--- config.mk ---
export PLATFORM = sky130hd
export DESIGN_NAME = pe_issue_ctrl_flat
export DESIGN_NICKNAME = d
export VERILOG_FILES = /design/src/rtl/pe_issue_ctrl_if.sv /design/src/rtl/pe_issue_ctrl.sv /design/src/flat_wrapper.sv
export SDC_FILE = /design/constraint.sdc
export NUM_CORES = 1
export LEC_CHECK = 0
export ABC_AREA = 1
export BUFFER_PORTS_ARGS = -buffer_cell sky130_fd_sc_hd__buf_2
export CORE_MARGIN = 3
export CORE_UTILIZATION = 45
export DETAILED_ROUTE_END_ITERATION = 16
export GPL_ROUTABILITY_DRIVEN = 1
export PLACE_DENSITY_LB_ADDON = 0.3
export SKIP_LAST_GASP = 1
export SYNTH_ARGS = -nofsm -noshare
export SYNTH_HDL_FRONTEND = slang
export SYNTH_SLANG_ARGS = --single-unit
--- constraint.sdc ---
create_clock -name clk -period 2.06 [get_ports clk]
set_clock_uncertainty 0.1 [all_clocks]
set_input_delay 0 -clock clk [delete_from_list [all_inputs] [get_ports clk]]
set_output_delay 0 -clock clk [all_outputs]
set_load 0.02 [all_outputs]
--- src/rtl/pe_issue_ctrl_if.sv ---
// Command, PE and response channels of the pe_issue_ctrl scheduler.
// Ports: cmd_* (requester -> FIFO), pe_* (scheduler <-> PE), rsp_* (scheduler -> requester).
// slave = scheduler side, master = environment side (requester plus PE).
interface pe_issue_ctrl_if;
  // command channel
  logic        cmd_valid;
  logic        cmd_ready;
  logic [7:0]  cmd_a;
  logic [7:0]  cmd_b;
  logic [7:0]  cmd_c;
  logic [1:0]  cmd_op;
  // PE channel
  logic [7:0]  pe_a;
  logic [7:0]  pe_b;
  logic [7:0]  pe_c;
  logic [1:0]  pe_op;
  logic        pe_en;
  logic [15:0] pe_result;
  logic        pe_done;
  // response channel
  logic        rsp_valid;
  logic        rsp_ready;
  logic [15:0] rsp_result;
  logic        rsp_err;

  modport slave (
    input  cmd_valid, cmd_a, cmd_b, cmd_c, cmd_op, pe_result, pe_done, rsp_ready,
    output cmd_ready, pe_a, pe_b, pe_c, pe_op, pe_en, rsp_valid, rsp_result, rsp_err
  );

  modport master (
    output cmd_valid, cmd_a, cmd_b, cmd_c, cmd_op, pe_result, pe_done, rsp_ready,
    input  cmd_ready, pe_a, pe_b, pe_c, pe_op, pe_en, rsp_valid, rsp_result, rsp_err
  );
endinterface

--- src/rtl/pe_issue_ctrl.sv ---
// Purpose: queue PE commands in a DEPTH-entry FIFO and issue them one at a time
//   as a one-cycle pe_en pulse, then return the captured PE result on rsp_*.
// Latency: accept in cycle 0 -> pe_en in cycle 2 -> rsp_valid one cycle after pe_done.
// Backpressure: cmd_ready drops at level==DEPTH; a stalled response blocks further
//   issue while the FIFO keeps accepting until full.
// Ports: clk, rst (async active-high); io (pe_issue_ctrl_if.slave) carrying the
//   cmd/pe/rsp channels; level = FIFO occupancy; busy = FSM active or FIFO non-empty.
// Optional: define PE_ISSUE_TIMEOUT_EN to abort a WAIT lasting TIMEOUT cycles with
//   rsp_err=1 and rsp_result=0; otherwise WAIT is unbounded and rsp_err is tied 0.
module pe_issue_ctrl #(
  parameter int DEPTH   = 4,
  parameter int TIMEOUT = 16
) (
  input  logic                 clk,
  input  logic                 rst,
  pe_issue_ctrl_if.slave       io,
  output logic [$clog2(DEPTH):0] level,
  output logic                 busy
);
  localparam int AW = $clog2(DEPTH);
  localparam int LW = AW + 1;

  if (DEPTH < 2 || (DEPTH & (DEPTH - 1)) != 0 || TIMEOUT < 1) begin : g_param_check
    $error("pe_issue_ctrl: DEPTH must be a power of 2 >= 2 and TIMEOUT >= 1");
  end

  typedef struct packed {
    logic [1:0] op;
    logic [7:0] c;
    logic [7:0] b;
    logic [7:0] a;
  } cmd_t;

  typedef enum logic [1:0] {IDLE, ISSUE, WAIT, RESP} state_t;

  cmd_t            mem_q [DEPTH];
  logic [AW-1:0]   wr_ptr_q, rd_ptr_q;
  logic [LW-1:0]   level_q, level_d;
  state_t          state_q;
  logic [7:0]      pe_a_q, pe_b_q, pe_c_q;
  logic [1:0]      pe_op_q;
  logic            pe_en_q;
  logic            rsp_valid_q;
  logic [15:0]     rsp_result_q;
  logic            cmd_ready;
  logic            push, pop;
  cmd_t            cmd_in, head;

`ifdef PE_ISSUE_TIMEOUT_EN
  localparam int CW = $clog2(TIMEOUT + 1);
  logic [CW-1:0]   tmo_cnt_q;
  logic            rsp_err_q;
`endif

  // Ready is derived from the registered level only; a pop in the same cycle
  // does not open a slot for a push (no bypass).
  assign cmd_ready = (level_q != LW'(DEPTH));
  assign push      = io.cmd_valid && cmd_ready;
  // The FIFO is only popped on the IDLE -> ISSUE transition.
  assign pop       = (state_q == IDLE) && (level_q != '0);

  assign cmd_in = '{op: io.cmd_op, c: io.cmd_c, b: io.cmd_b, a: io.cmd_a};
  assign head   = mem_q[rd_ptr_q];

  always_comb begin
    level_d = level_q;
    case ({push, pop})
      2'b10:   level_d = level_q + 1'b1;
      2'b01:   level_d = level_q - 1'b1;
      default: level_d = level_q;
    endcase
  end

  // Storage needs no reset: entries are only read below the valid level.
  always_ff @(posedge clk) begin
    if (push) mem_q[wr_ptr_q] <= cmd_in;
  end

  // Pointers are AW bits wide, so wrap modulo DEPTH falls out of the overflow.
  always_ff @(posedge clk or posedge rst) begin
    if (rst) begin
      wr_ptr_q <= '0;
      rd_ptr_q <= '0;
      level_q  <= '0;
    end else begin
      if (push) wr_ptr_q <= wr_ptr_q + 1'b1;
      if (pop)  rd_ptr_q <= rd_ptr_q + 1'b1;
      level_q <= level_d;
    end
  end

  always_ff @(posedge clk or posedge rst) begin
    if (rst) begin
      state_q      <= IDLE;
      pe_a_q       <= '0;
      pe_b_q       <= '0;
      pe_c_q       <= '0;
      pe_op_q      <= '0;
      pe_en_q      <= 1'b0;
      rsp_valid_q  <= 1'b0;
      rsp_result_q <= '0;
`ifdef PE_ISSUE_TIMEOUT_EN
      rsp_err_q    <= 1'b0;
      tmo_cnt_q    <= '0;
`endif
    end else begin
      case (state_q)
        IDLE: begin
          if (pop) begin
            pe_a_q  <= head.a;
            pe_b_q  <= head.b;
            pe_c_q  <= head.c;
            pe_op_q <= head.op;
            pe_en_q <= 1'b1;
            state_q <= ISSUE;
          end
        end
        ISSUE: begin
          pe_en_q <= 1'b0;
          state_q <= WAIT;
`ifdef PE_ISSUE_TIMEOUT_EN
          tmo_cnt_q <= '0;
`endif
        end
        WAIT: begin
          // A done arriving on the expiry cycle still yields a normal response.
          if (io.pe_done) begin
            rsp_result_q <= io.pe_result;
            rsp_valid_q  <= 1'b1;
            state_q      <= RESP;
`ifdef PE_ISSUE_TIMEOUT_EN
            rsp_err_q    <= 1'b0;
          end else if (tmo_cnt_q == CW'(TIMEOUT - 1)) begin
            // This is the TIMEOUT-th WAIT cycle without a done.
            rsp_result_q <= '0;
            rsp_err_q    <= 1'b1;
            rsp_valid_q  <= 1'b1;
            state_q      <= RESP;
          end else begin
            tmo_cnt_q    <= tmo_cnt_q + 1'b1;
`endif
          end
        end
        RESP: begin
          if (rsp_valid_q && io.rsp_ready) begin
            rsp_valid_q <= 1'b0;
            state_q     <= IDLE;
          end
        end
        default: state_q <= IDLE;
      endcase
    end
  end

  assign io.cmd_ready  = cmd_ready;
  assign io.pe_a       = pe_a_q;
  assign io.pe_b       = pe_b_q;
  assign io.pe_c       = pe_c_q;
  assign io.pe_op      = pe_op_q;
  assign io.pe_en      = pe_en_q;
  assign io.rsp_valid  = rsp_valid_q;
  assign io.rsp_result = rsp_result_q;
`ifdef PE_ISSUE_TIMEOUT_EN
  assign io.rsp_err    = rsp_err_q;
`else
  assign io.rsp_err    = 1'b0;
`endif

  assign level = level_q;
  assign busy  = (state_q != IDLE) || (level_q != '0);
endmodule
--- src/flat_wrapper.sv ---
// flat-port wrapper written by rule: the top's interface ports become plain ports
module pe_issue_ctrl_flat 
#(
  parameter int DEPTH   = 4,
  parameter int TIMEOUT = 16
)
  (clk, rst, level, busy, io_cmd_valid, io_cmd_a, io_cmd_b, io_cmd_c, io_cmd_op, io_pe_result, io_pe_done, io_rsp_ready, io_cmd_ready, io_pe_a, io_pe_b, io_pe_c, io_pe_op, io_pe_en, io_rsp_valid, io_rsp_result, io_rsp_err);
  pe_issue_ctrl_if io_i ();
  input  logic clk;
  input  logic rst;
  output logic [$clog2(DEPTH):0] level;
  output logic busy;
  input wire logic [$bits(io_i.cmd_valid)-1:0] io_cmd_valid;
  input wire logic [$bits(io_i.cmd_a)-1:0] io_cmd_a;
  input wire logic [$bits(io_i.cmd_b)-1:0] io_cmd_b;
  input wire logic [$bits(io_i.cmd_c)-1:0] io_cmd_c;
  input wire logic [$bits(io_i.cmd_op)-1:0] io_cmd_op;
  input wire logic [$bits(io_i.pe_result)-1:0] io_pe_result;
  input wire logic [$bits(io_i.pe_done)-1:0] io_pe_done;
  input wire logic [$bits(io_i.rsp_ready)-1:0] io_rsp_ready;
  output wire logic [$bits(io_i.cmd_ready)-1:0] io_cmd_ready;
  output wire logic [$bits(io_i.pe_a)-1:0] io_pe_a;
  output wire logic [$bits(io_i.pe_b)-1:0] io_pe_b;
  output wire logic [$bits(io_i.pe_c)-1:0] io_pe_c;
  output wire logic [$bits(io_i.pe_op)-1:0] io_pe_op;
  output wire logic [$bits(io_i.pe_en)-1:0] io_pe_en;
  output wire logic [$bits(io_i.rsp_valid)-1:0] io_rsp_valid;
  output wire logic [$bits(io_i.rsp_result)-1:0] io_rsp_result;
  output wire logic [$bits(io_i.rsp_err)-1:0] io_rsp_err;
  assign io_i.cmd_valid = io_cmd_valid;
  assign io_i.cmd_a = io_cmd_a;
  assign io_i.cmd_b = io_cmd_b;
  assign io_i.cmd_c = io_cmd_c;
  assign io_i.cmd_op = io_cmd_op;
  assign io_i.pe_result = io_pe_result;
  assign io_i.pe_done = io_pe_done;
  assign io_i.rsp_ready = io_rsp_ready;
  assign io_cmd_ready = io_i.cmd_ready;
  assign io_pe_a = io_i.pe_a;
  assign io_pe_b = io_i.pe_b;
  assign io_pe_c = io_i.pe_c;
  assign io_pe_op = io_i.pe_op;
  assign io_pe_en = io_i.pe_en;
  assign io_rsp_valid = io_i.rsp_valid;
  assign io_rsp_result = io_i.rsp_result;
  assign io_rsp_err = io_i.rsp_err;
  pe_issue_ctrl #(.DEPTH(DEPTH), .TIMEOUT(TIMEOUT)) u_core (.clk(clk), .rst(rst), .io(io_i), .level(level), .busy(busy));
endmodule
* Word-level counts from Yosys, hierarchy flattened
Memories as Yosys holds them, arrays and structs flattened. A register that Yosys moved wholly into a read port is not among the register bits. Cells that the tools add are included.
Cells by class: equal/unequal tests 9, add/sub/neg operators 4, multiplexer cells 12, reduce and logical (&&, ||, !) cells 15
Operators with widths (count):
- $pmux 2 s4 | 1
- $reduce_bool 2->1 | 4
- $eq 2x2->1 const B | 3
- $mux 2 | 3
- $pmux 3 s2 | 1
- $reduce_and 2->1 | 3
- $reduce_and 3->1 | 2
- $mux 1 | 5
- $add 2x1->2 const B | 2
- $eq 2x1->1 const B | 2
- $ne 2x1->1 const B | 2
- $pmux 1 s2 | 2
- $add 3x1->3 const B | 1
- $logic_and 1x1->1 | 3
- $ne 3x3->1 const B | 1
- $reduce_bool 3->1 | 1
- $sub 3x1->3 const B | 1
- $logic_not 2->1 | 1
- $ne 2x2->1 const B | 1
- $logic_or 1x1->1 | 1
Word-level totals: logic and storage cells 48, RAM bits 104, output and inout port bits 50, memories kept 1, bits in registers 27, input bits 47
Memory list:
- u_core.mem_q | words 4, bits a word 26, read ports 1, clocked after Yosys merged registers in 1, write ports 1, line pe_issue_ctrl.sv:36 | cmd_t mem_q [DEPTH];

* Depth between registers and ports, before layout
Gate-level depths: netlist of run 1.
depth in word-level cells 4, mapped depth 12, gate-level depth less buffers 11

* Least setup slack after synthesis of run 1
Ideal clock, no wire load.
kind register to register, start register u_core.level_q[0] (netlist: u_core.level[0]), end memory u_core.mem_q[0][0] (netlist name) (enable), setup time 409 ps, clock period less this slack 2585 ps, data arrival time 2076 ps, stages on the path, launching flop included 5, required time 1551 ps, path buffers 0, setup slack -525 ps, cell sequence dfrtp_1 > nor2_2 > nand2_1 > nand2_2 > nor2_1
Between the ends: word-level cells in the longest chain between the ends 4
Ends and longest elaborated chain:
- start, declared | line pe_issue_ctrl.sv:38 | logic [LW-1:0] level_q, level_d;
- start signal, assigned | line pe_issue_ctrl.sv:88 | level_q <= level_d;
- $ne 3x3->1 | line pe_issue_ctrl.sv:57 | assign cmd_ready = (level_q != LW'(DEPTH));
- via io_cmd_ready | line flat_wrapper.sv:21 | output wire logic [$bits(io_i.cmd_ready)-1:0] io_cmd_ready;
- $logic_and 1x1->1 | line pe_issue_ctrl.sv:58 | assign push = io.cmd_valid && cmd_ready;
- $mux 1 | line pe_issue_ctrl.sv:76 | if (push) mem_q[wr_ptr_q] <= cmd_in;
- $mux 1 (implied by the code) | line pe_issue_ctrl.sv:76
- end, declared | line pe_issue_ctrl.sv:36
The timed path passes the listed nets, and every way through them passes these cells.

* Worst setup path after layout of run 1
start register u_core.state_q[0], end register u_core.state_q[1]
Between the ends: word-level cells in the longest chain between the ends 4, elaborated cells on any way between the ends 10, classes of those cells eq/ne: 6; mux: 1; reduce/logical: 3
Ends and longest elaborated chain:
- start, declared | line pe_issue_ctrl.sv:39 | state_t state_q;
- start signal, assigned | line pe_issue_ctrl.sv:94 | state_q <= IDLE;
- start signal, assigned | line pe_issue_ctrl.sv:115 | state_q <= ISSUE;
- start signal, assigned | line pe_issue_ctrl.sv:120 | state_q <= WAIT;
- $logic_not 2->1 | line pe_issue_ctrl.sv:60, pe_issue_ctrl.sv:107
- $logic_and 1x1->1 | line pe_issue_ctrl.sv:60 | assign pop = (state_q == IDLE) && (level_q != '0);
- $ne 2x1->1 (no line)
- $reduce_and 3->1 (no line)
Several ways; a longest one is shown, not always the timed one. A chain may end at the register's enable or synchronous reset.

==> results of run 1 <==
Yosys cell counts:
| cell | number | area share (%) |
|---|---|---|
| xor2_1 | 3 | 0.39 |
| nand2_1 | 276 | 15 |
| nand2_2 | 3 | 0.28 |
| inv_2 | 2 | 0.11 |
| conb_1 | 1 | 0.056 |
| nor2_2 | 1 | 0.094 |
| o21ai_0 | 2 | 0.15 |
| inv_4 | 2 | 0.19 |
| o21ai_1 | 1 | 0.075 |
| dfrtp_1 | 53 | 20 |
| inv_1 | 122 | 6.8 |
| nand2_4 | 1 | 0.17 |
| nand3_1 | 56 | 4.2 |
| fa_1 | 1 | 0.30 |
| or2_2 | 2 | 0.19 |
| buf_2 | 9 | 0.67 |
| xnor2_1 | 2 | 0.26 |
| ha_1 | 10 | 1.9 |
| buf_4 | 10 | 1.1 |
| nand3b_1 | 1 | 0.11 |
| buf_6 | 4 | 0.67 |
| clkbuf_1 | 1 | 0.056 |
| nor2_1 | 5 | 0.28 |
| edfxtp_1 | 104 | 47 |
registers in the layout, indices dropped and copies added, names as in the netlist:
signal and cells:
u_core.io.rsp_valid 1, u_core.io.rsp_result 16, u_core.io.pe_a 8, u_core.rd_ptr_q 2, u_core.io.pe_b 8, u_core.wr_ptr_q 2, u_core.io.pe_en 1, u_core.level 3
u_core.mem_q 104, u_core.state_q 2, u_core.io.pe_c 8, u_core.io.pe_op 2
layer usage:
layer  up-vias  routed length [um]  track usage, %
li1       2365                   -               -
met1      2247                6180            22.4
met2       139                7160            31.5
met3        16                 876            5.46
met4         0                 163            5.68
met5         -                   0               0
layout make-up:
type,count,share of cell area (%)
Clock inverter,10,1.37
Tap cell,180,2.65
Inverter,126,5.62
Sequential cell,157,52.3
Timing Repair Buffer,156,13.1
Clock buffer,22,5.46
Multi-Input combinational cell,365,19.5
power by group through the flow:
stage	sequential, W	clock (W)	combinational, W
after floorplan	0.00529	0	0.00281
after global placement	0.00480	0	0.00447
after detailed placement	0.00486	0	0.00459
after CTS	0.00480	0.00309	0.00474
after global routing	0.00491	0.00323	0.00540
final	0.00481	0.00304	0.00479
what timing repair did:
item	in CTS	in global routing
setup buffers	0	4
endpoints found under the hold margin	154	0
setup endpoints to repair	0	4
gates resized for setup	0	6
hold buffers	47	0
logic make-up (layout without fill, tap and decap cells):
| kind of cell | count (synthesis) | count (layout) | synth area share, % |
|---|---|---|---|
| simple gates | 345 | 345 | 20.8 |
| xor+xnor | 5 | 5 | 0.654 |
| buf+inv | 150 | 314 | 9.66 |
| fa+ha+maj | 11 | 11 | 2.17 |
| other cells | 1 | 1 | 0.0560 |
| flops | 157 | 157 | 66.5 |
| compound gates | 3 | 3 | 0.224 |
how the worst max path moves through the flow:
stage                           start                end  slack (ps)  cells after the start
global placement    u_core.state_q[0]    u_core.level[2]         150                     10
global route        u_core.state_q[0]  u_core.state_q[1]         -10                      9
finish              u_core.state_q[0]  u_core.state_q[1]          90                      9
CTS                 u_core.state_q[0]    u_core.level[2]           2                     10
floorplan           u_core.state_q[0]    u_core.level[2]         0.7                     11
detailed placement  u_core.state_q[0]    u_core.level[2]          40                     10
per-stage QoR:
step / worst slack, ps / utilization (%) / hold slack, ps
after global routing: -10.4 / 59.9 / 156
after floorplan: 0.705 / - / -1.13
after detailed placement: 36.5 / 52.1 / 8.56
after CTS: 1.78 / 59.5 / 105
after global placement: 154 / 52.1 / -2.91
final: 87.8 / 59.9 / 101
critical path: stages, from the launching register on:
cell and delay [ps]:
dfrtp_1 420, inv_2 90, ha_1 260, nand2_1 80, nand2_1 50, dlygate4sd3_1 570, inv_1 100, nand2_1 70
nand2_1 60, nand2_1 50
==> reports/qor.csv, run 1 <==
stage,metric,value,unit
status,status,completed,
clock_network,htree depth,4,
power_and_ir_drop,VDD IR max,0.000730,V
synthesis,Post-Syn Area,6700,um2
detailed_routing,DR iter-0 viols,251,
clock_network,worst-skew pair later-pin latency,420,ps
worst_setup_path,crit path capture type,flop,
global_route,total global routing overflow,0,
cells_and_area,Layout area overhead,27.0,%
clock_network,CTS tree,done,
synthesis,Yosys cell types,24,
floorplan,Site Rows,43,
power_and_ir_drop,P_int,0.00782,W
floorplan,Initial Utilization,47.1,%
synthesis,Ys Warns,0,
cells_and_area,"commonest cells after routing, fill and taps aside","nand2_1, inv_1, edfxtp_1, buf_2, nand3_1",
power_and_ir_drop,Comb pwr share,37.9,%
floorplan,top-level I/O count,97,
worst_setup_path,Critical Path RT,2270,ps
clock_network,CTS root buf,clkbuf_16,
cells_and_area,fraction of layout cells with a size suffix above 1,19.3,%
global_route,largest net degree at the start of global routing,54,
global_route,gr usage total,18.3,%
clock_network,Clock Sinks,157,
detailed_routing,DR vias/cell,4.69,
detailed_routing,routed len/inst,14.2,um
power_and_ir_drop,switching share of power,38.2,%
cells_and_area,Multi-input gate area,1660,um2
sta,setup TNS,0,ps
detailed_routing,vias after detailed routing,4767,
detailed_routing,DRC Markers,0,
sta,fin crit share,95.7,%
worst_setup_path,Reg2Reg Depth,9,
clock_network,deepest clock path buffer count,2,
placed_design,HPWL after DPL,8400,um
power_and_ir_drop,Total Power,0.0126,W
synthesis,"Seq/Total Area, Yosys",66.5,%
sta,Max Slew Vio Count,0,
detailed_routing,Post-Route WL,14400,um
synthesis,syn_area_per_cell,9.96,um2
cells_and_area,"most common cell after layout, fill and taps aside",nand2_1,
clock_network,clock-pin slew on the worst setup and hold paths,60,ps
worst_setup_path,reg-to-reg startpoint,u_core.state_q[0],
floorplan,die width,128,um
placed_design,routability cong.,0.761,
worst_setup_path,CP max FO,4,
floorplan,Die ar.,16400,um2
placed_design,dpl cell area,7410,um2
placed_design,I/O Buffers,95,
floorplan,Core Region,14200,um2
cells_and_area,number of fill cells,1194,
global_route,initial antenna violation count,0,
clock_network,CTS Buf Count,17,
cells_and_area,Final nets,881,
synthesis,Gate Count Post-Synth,672,
power_and_ir_drop,Clk pwr share,24.1,%
sta,Final Setup Violations,0,
cells_and_area,Storage cell area,4450,um2
sta,final hold vios,0,
worst_setup_path,Crit Path Class,flop to flop,
min_path,Tightest Hold Check Type,input port to async pin,
synthesis,Synth Register Bits,157,
detailed_routing,number of nets with antenna violations after routing,0,
worst_setup_path,r2r endpoint,u_core.state_q[1],
global_route,first-pass GRT wire length,23200,um
detailed_routing,drt first pass iters,5,
power_and_ir_drop,pwr/cell area,1490,nW/um2
global_route,number of global-route vias before repair,4905,
power_and_ir_drop,sequential group share of total power,38.1,%
job,maxcap violations,0,
synthesis,net count after synthesis,730,
power_and_ir_drop,total net switching power,0.00483,W
worst_setup_path,crit path launch type,flop,
power_and_ir_drop,Leak,4.21,nW
cells_and_area,post-layout instance area,8510,um2
worst_setup_path,WP data arrival,2180,ps
worst_setup_path,Reg2Reg Setup Slack,90,ps
sta,Slew HR,59.4,%
cells_and_area,Layout Cells excl Fill,1016,
sta,post-route minimum period,1970,ps
placed_design,dpl cells,933,
floorplan,die extent in y,128,um
cells_and_area,# diodes,0,
sta,Fmax achieved,507,MHz
sta,Worst-Margin Slew,608,ps
Note: power is estimated with default switching activity, not from simulation.
==> inputs of run 2 (changes only) <==
--- a/config.mk
+++ b/config.mk
@@ -6,12 +6,12 @@
 export NUM_CORES = 1
 export LEC_CHECK = 0
 export ABC_AREA = 1
-export BUFFER_PORTS_ARGS = -buffer_cell sky130_fd_sc_hd__buf_2
 export CORE_MARGIN = 3
 export CORE_UTILIZATION = 45
 export DETAILED_ROUTE_END_ITERATION = 16
+export DONT_BUFFER_PORTS = 1
 export GPL_ROUTABILITY_DRIVEN = 1
-export PLACE_DENSITY_LB_ADDON = 0.3
+export PLACE_DENSITY_LB_ADDON = 0.2
 export SKIP_LAST_GASP = 1
 export SYNTH_ARGS = -nofsm -noshare
 export SYNTH_HDL_FRONTEND = slang
==> run 2 against run 1 <==
Net effect: non-clock buffer count fell by 90; clock-buffer cell count decreased by 1; wire length is 5.9% lower; setup slack better by 17 ps; total power shrank 4.7%; global-route usage fell by 0.97 points.
==> reports/qor.csv, run 2 (same netlist as run 1, synthesis figures left out) <==
stage,metric,value,unit,change
clock_network,CTS Buf Count,17,,unchanged
detailed_routing,DR vias/cell,4.69,,about the same
power_and_ir_drop,Leak,3.84,nW,was 4.21 nW
power_and_ir_drop,pwr/cell area,1500,nW/um2,was 1490 nW/um2
power_and_ir_drop,switching share of power,38.5,%,was 38.2%
worst_setup_path,Critical Path RT,2260,ps,was 2270 ps
cells_and_area,fraction of layout cells with a size suffix above 1,8.98,%,was 19.3%
floorplan,die width,128,um,unchanged
clock_network,worst-skew pair later-pin latency,420,ps,about the same
job,maxcap violations,0,,unchanged
min_path,Tightest Hold Check Type,input port to flop,,was input port to async pin
sta,final hold vios,0,,unchanged
power_and_ir_drop,total net switching power,0.00464,W,was 0.00483 W
sta,post-route minimum period,1950,ps,was 1970 ps
cells_and_area,# diodes,0,,unchanged
sta,Worst-Margin Slew,956,ps,was 608 ps
floorplan,Die ar.,16400,um2,unchanged
status,status,completed,,unchanged
worst_setup_path,Crit Path Class,flop to flop,,unchanged
placed_design,routability cong.,0.704,,was 0.761
cells_and_area,"most common cell after layout, fill and taps aside",nand2_1,,unchanged
placed_design,I/O Buffers,0,,was 95
clock_network,htree depth,4,,unchanged
worst_setup_path,WP data arrival,2160,ps,was 2180 ps
floorplan,top-level I/O count,97,,unchanged
sta,Max Slew Vio Count,0,,unchanged
worst_setup_path,CP max FO,4,,unchanged
cells_and_area,max reg flops,104,,unchanged
sta,Final Setup Violations,0,,unchanged
sta,RSZ-0062 raised after global routing,yes,,
cells_and_area,final core occ,56.4,%,was 59.9%
global_route,met1 Use GR,20.4,%,was 22.4%
floorplan,die extent in y,128,um,unchanged
global_route,total global routing overflow,0,,unchanged
power_and_ir_drop,Clk pwr share,24.5,%,was 24.1%
global_route,gr usage total,17.4,%,was 18.3%
global_route,GR peak layer,met2,,unchanged
cells_and_area,Layout area overhead,19.8,%,was 27.0%
global_route,met2 Usage GRT,29.9,%,was 31.5%
detailed_routing,DRC Markers,0,,unchanged
power_and_ir_drop,Comb pwr share,31.4,%,was 37.9%
power_and_ir_drop,sequential group share of total power,44.1,%,was 38.1%
global_route,initial antenna violation count,0,,unchanged
global_route,first-pass GRT wire length,21900,um,"was 23,200 um"
power_and_ir_drop,VDD IR max,0.000903,V,was 0.000730 V
cells_and_area,number of fill cells,1171,,"was 1,194"
global_route,largest net degree at the start of global routing,54,,unchanged
sta,Fmax achieved,512,MHz,was 507 MHz
floorplan,Initial Utilization,47.1,%,unchanged
power_and_ir_drop,P_int,0.00741,W,was 0.00782 W
clock_network,CTS tree,done,,unchanged
placed_design,HPWL after DPL,8030,um,was 8400 um
detailed_routing,vias after detailed routing,4342,,"was 4,767"
global_route,met3 GRT Util,6.17,%,was 5.46%
global_route,number of global-route vias before repair,4481,,"was 4,905"
clock_network,clock-pin slew on the worst setup and hold paths,60,ps,about the same
worst_setup_path,crit path launch type,flop,,unchanged
cells_and_area,"commonest cells after routing, fill and taps aside","nand2_1, inv_1, edfxtp_1, nand3_1, dfrtp_1",,"was nand2_1, inv_1, edfxtp_1, buf_2, nand3_1"
detailed_routing,number of nets with antenna violations after routing,0,,unchanged
floorplan,Site Rows,43,,unchanged
floorplan,Core Region,14200,um2,unchanged
detailed_routing,routed len/inst,14.6,um,was 14.2 um
sta,fin crit share,94.9,%,was 95.7%
detailed_routing,Post-Route WL,13500,um,"was 14,400 um"
detailed_routing,drt first pass iters,4,,was 5
clock_network,CTS root buf,clkbuf_16,,unchanged
clock_network,Clock Sinks,157,,unchanged
sta,Slew HR,36.0,%,was 59.4%
cells_and_area,Final nets,791,,was 881
worst_setup_path,crit path capture type,flop,,unchanged
clock_network,deepest clock path buffer count,2,,unchanged
sta,setup TNS,0,ps,unchanged
cells_and_area,Biggest register,u_core.mem_q,,unchanged
detailed_routing,DR iter-0 viols,217,,was 251
[run 2: cell count changes in the layout (fill, tap and decap cells not counted), sizes merged]
| cell | before | now |
|---|---|---|
| clkinvlp | 2 | 0 |
| clkinv | 6 | 7 |
| inv | 126 | 128 |
| clkbuf | 22 | 21 |
| buf | 109 | 18 |
| dlygate4sd3 | 47 | 48 |
[run 2: worst max-delay path, stage by stage (launching register included)]
cell	delay, ps
dfrtp_1	410
inv_1	140
ha_4	160
nand2_4	60
inv_4	50
ha_1	150
inv_1	70
fa_1	380
nand2_1	80
nand3b_1	90
xor2_1	150
[run 2: path summary, 6_finish.rpt]
kind                                            end                from  depth (start not counted)  slack, ps
min in group asynchronous         u_core.io.pe_a[1]                 rst                          4        640
max in group asynchronous        u_core.wr_ptr_q[1]                 rst                          3        570
min reg2reg                      u_core.wr_ptr_q[1]  u_core.wr_ptr_q[1]                          2        450
max reg2reg                         u_core.level[2]   u_core.state_q[1]                         10        110
max                                 u_core.level[2]   u_core.state_q[1]                         10        110
min                        u_core.io.rsp_result[15]    io_pe_result[15]                          3        140
[run 2: stage by stage]
stage	std cells	power [W]	setup WS, ps	hold WS (ps)	cell area [um2]
after floorplan	672	0.00810	0.705	-1.13	6720
after detailed placement	845	0.00907	60.0	-162	6960
final	926	0.0121	105	136	8020
after CTS	925	0.0122	44.6	115	8000
after global placement	845	0.00892	147	-168	6960
after global routing	926	0.0129	-14.2	135	8020
[run 2: power groups by stage]
stage | logic (W) | registers [W] | clock network (W)
finish | 0.00379 | 0.00531 | 0.00295
global route | 0.00438 | 0.00540 | 0.00316
CTS | 0.00383 | 0.00532 | 0.00303
detailed placement | 0.00370 | 0.00537 | 0
global placement | 0.00358 | 0.00535 | 0
floorplan | 0.00281 | 0.00529 | 0
[run 2: timing repair]
item / CTS / global route
hold buffers: 48 / 0
hold endpoints to repair: 187 / 0
setup endpoints to repair: 0 / 4
resized for setup: 0 / 4
buffers inserted: 0 / 1
[run 2: layer usage]
layer / share of wire (%) / wire [um]
met5: 0 / 0
met3: 7.1 / 958
met2: 50 / 6700
met4: 0.86 / 117
met1: 43 / 5760
[run 2: layout make-up]
cell class | count | area, um2 | area share [%]
Sequential cell | 157 | 4450 | 55.5
Multi-Input combinational cell | 365 | 1650 | 20.6
Timing Repair Buffer | 66 | 653 | 8.15
Inverter | 126 | 478 | 5.96
Clock buffer | 21 | 440 | 5.49
Tap cell | 180 | 225 | 2.81
Clock inverter | 11 | 119 | 1.48
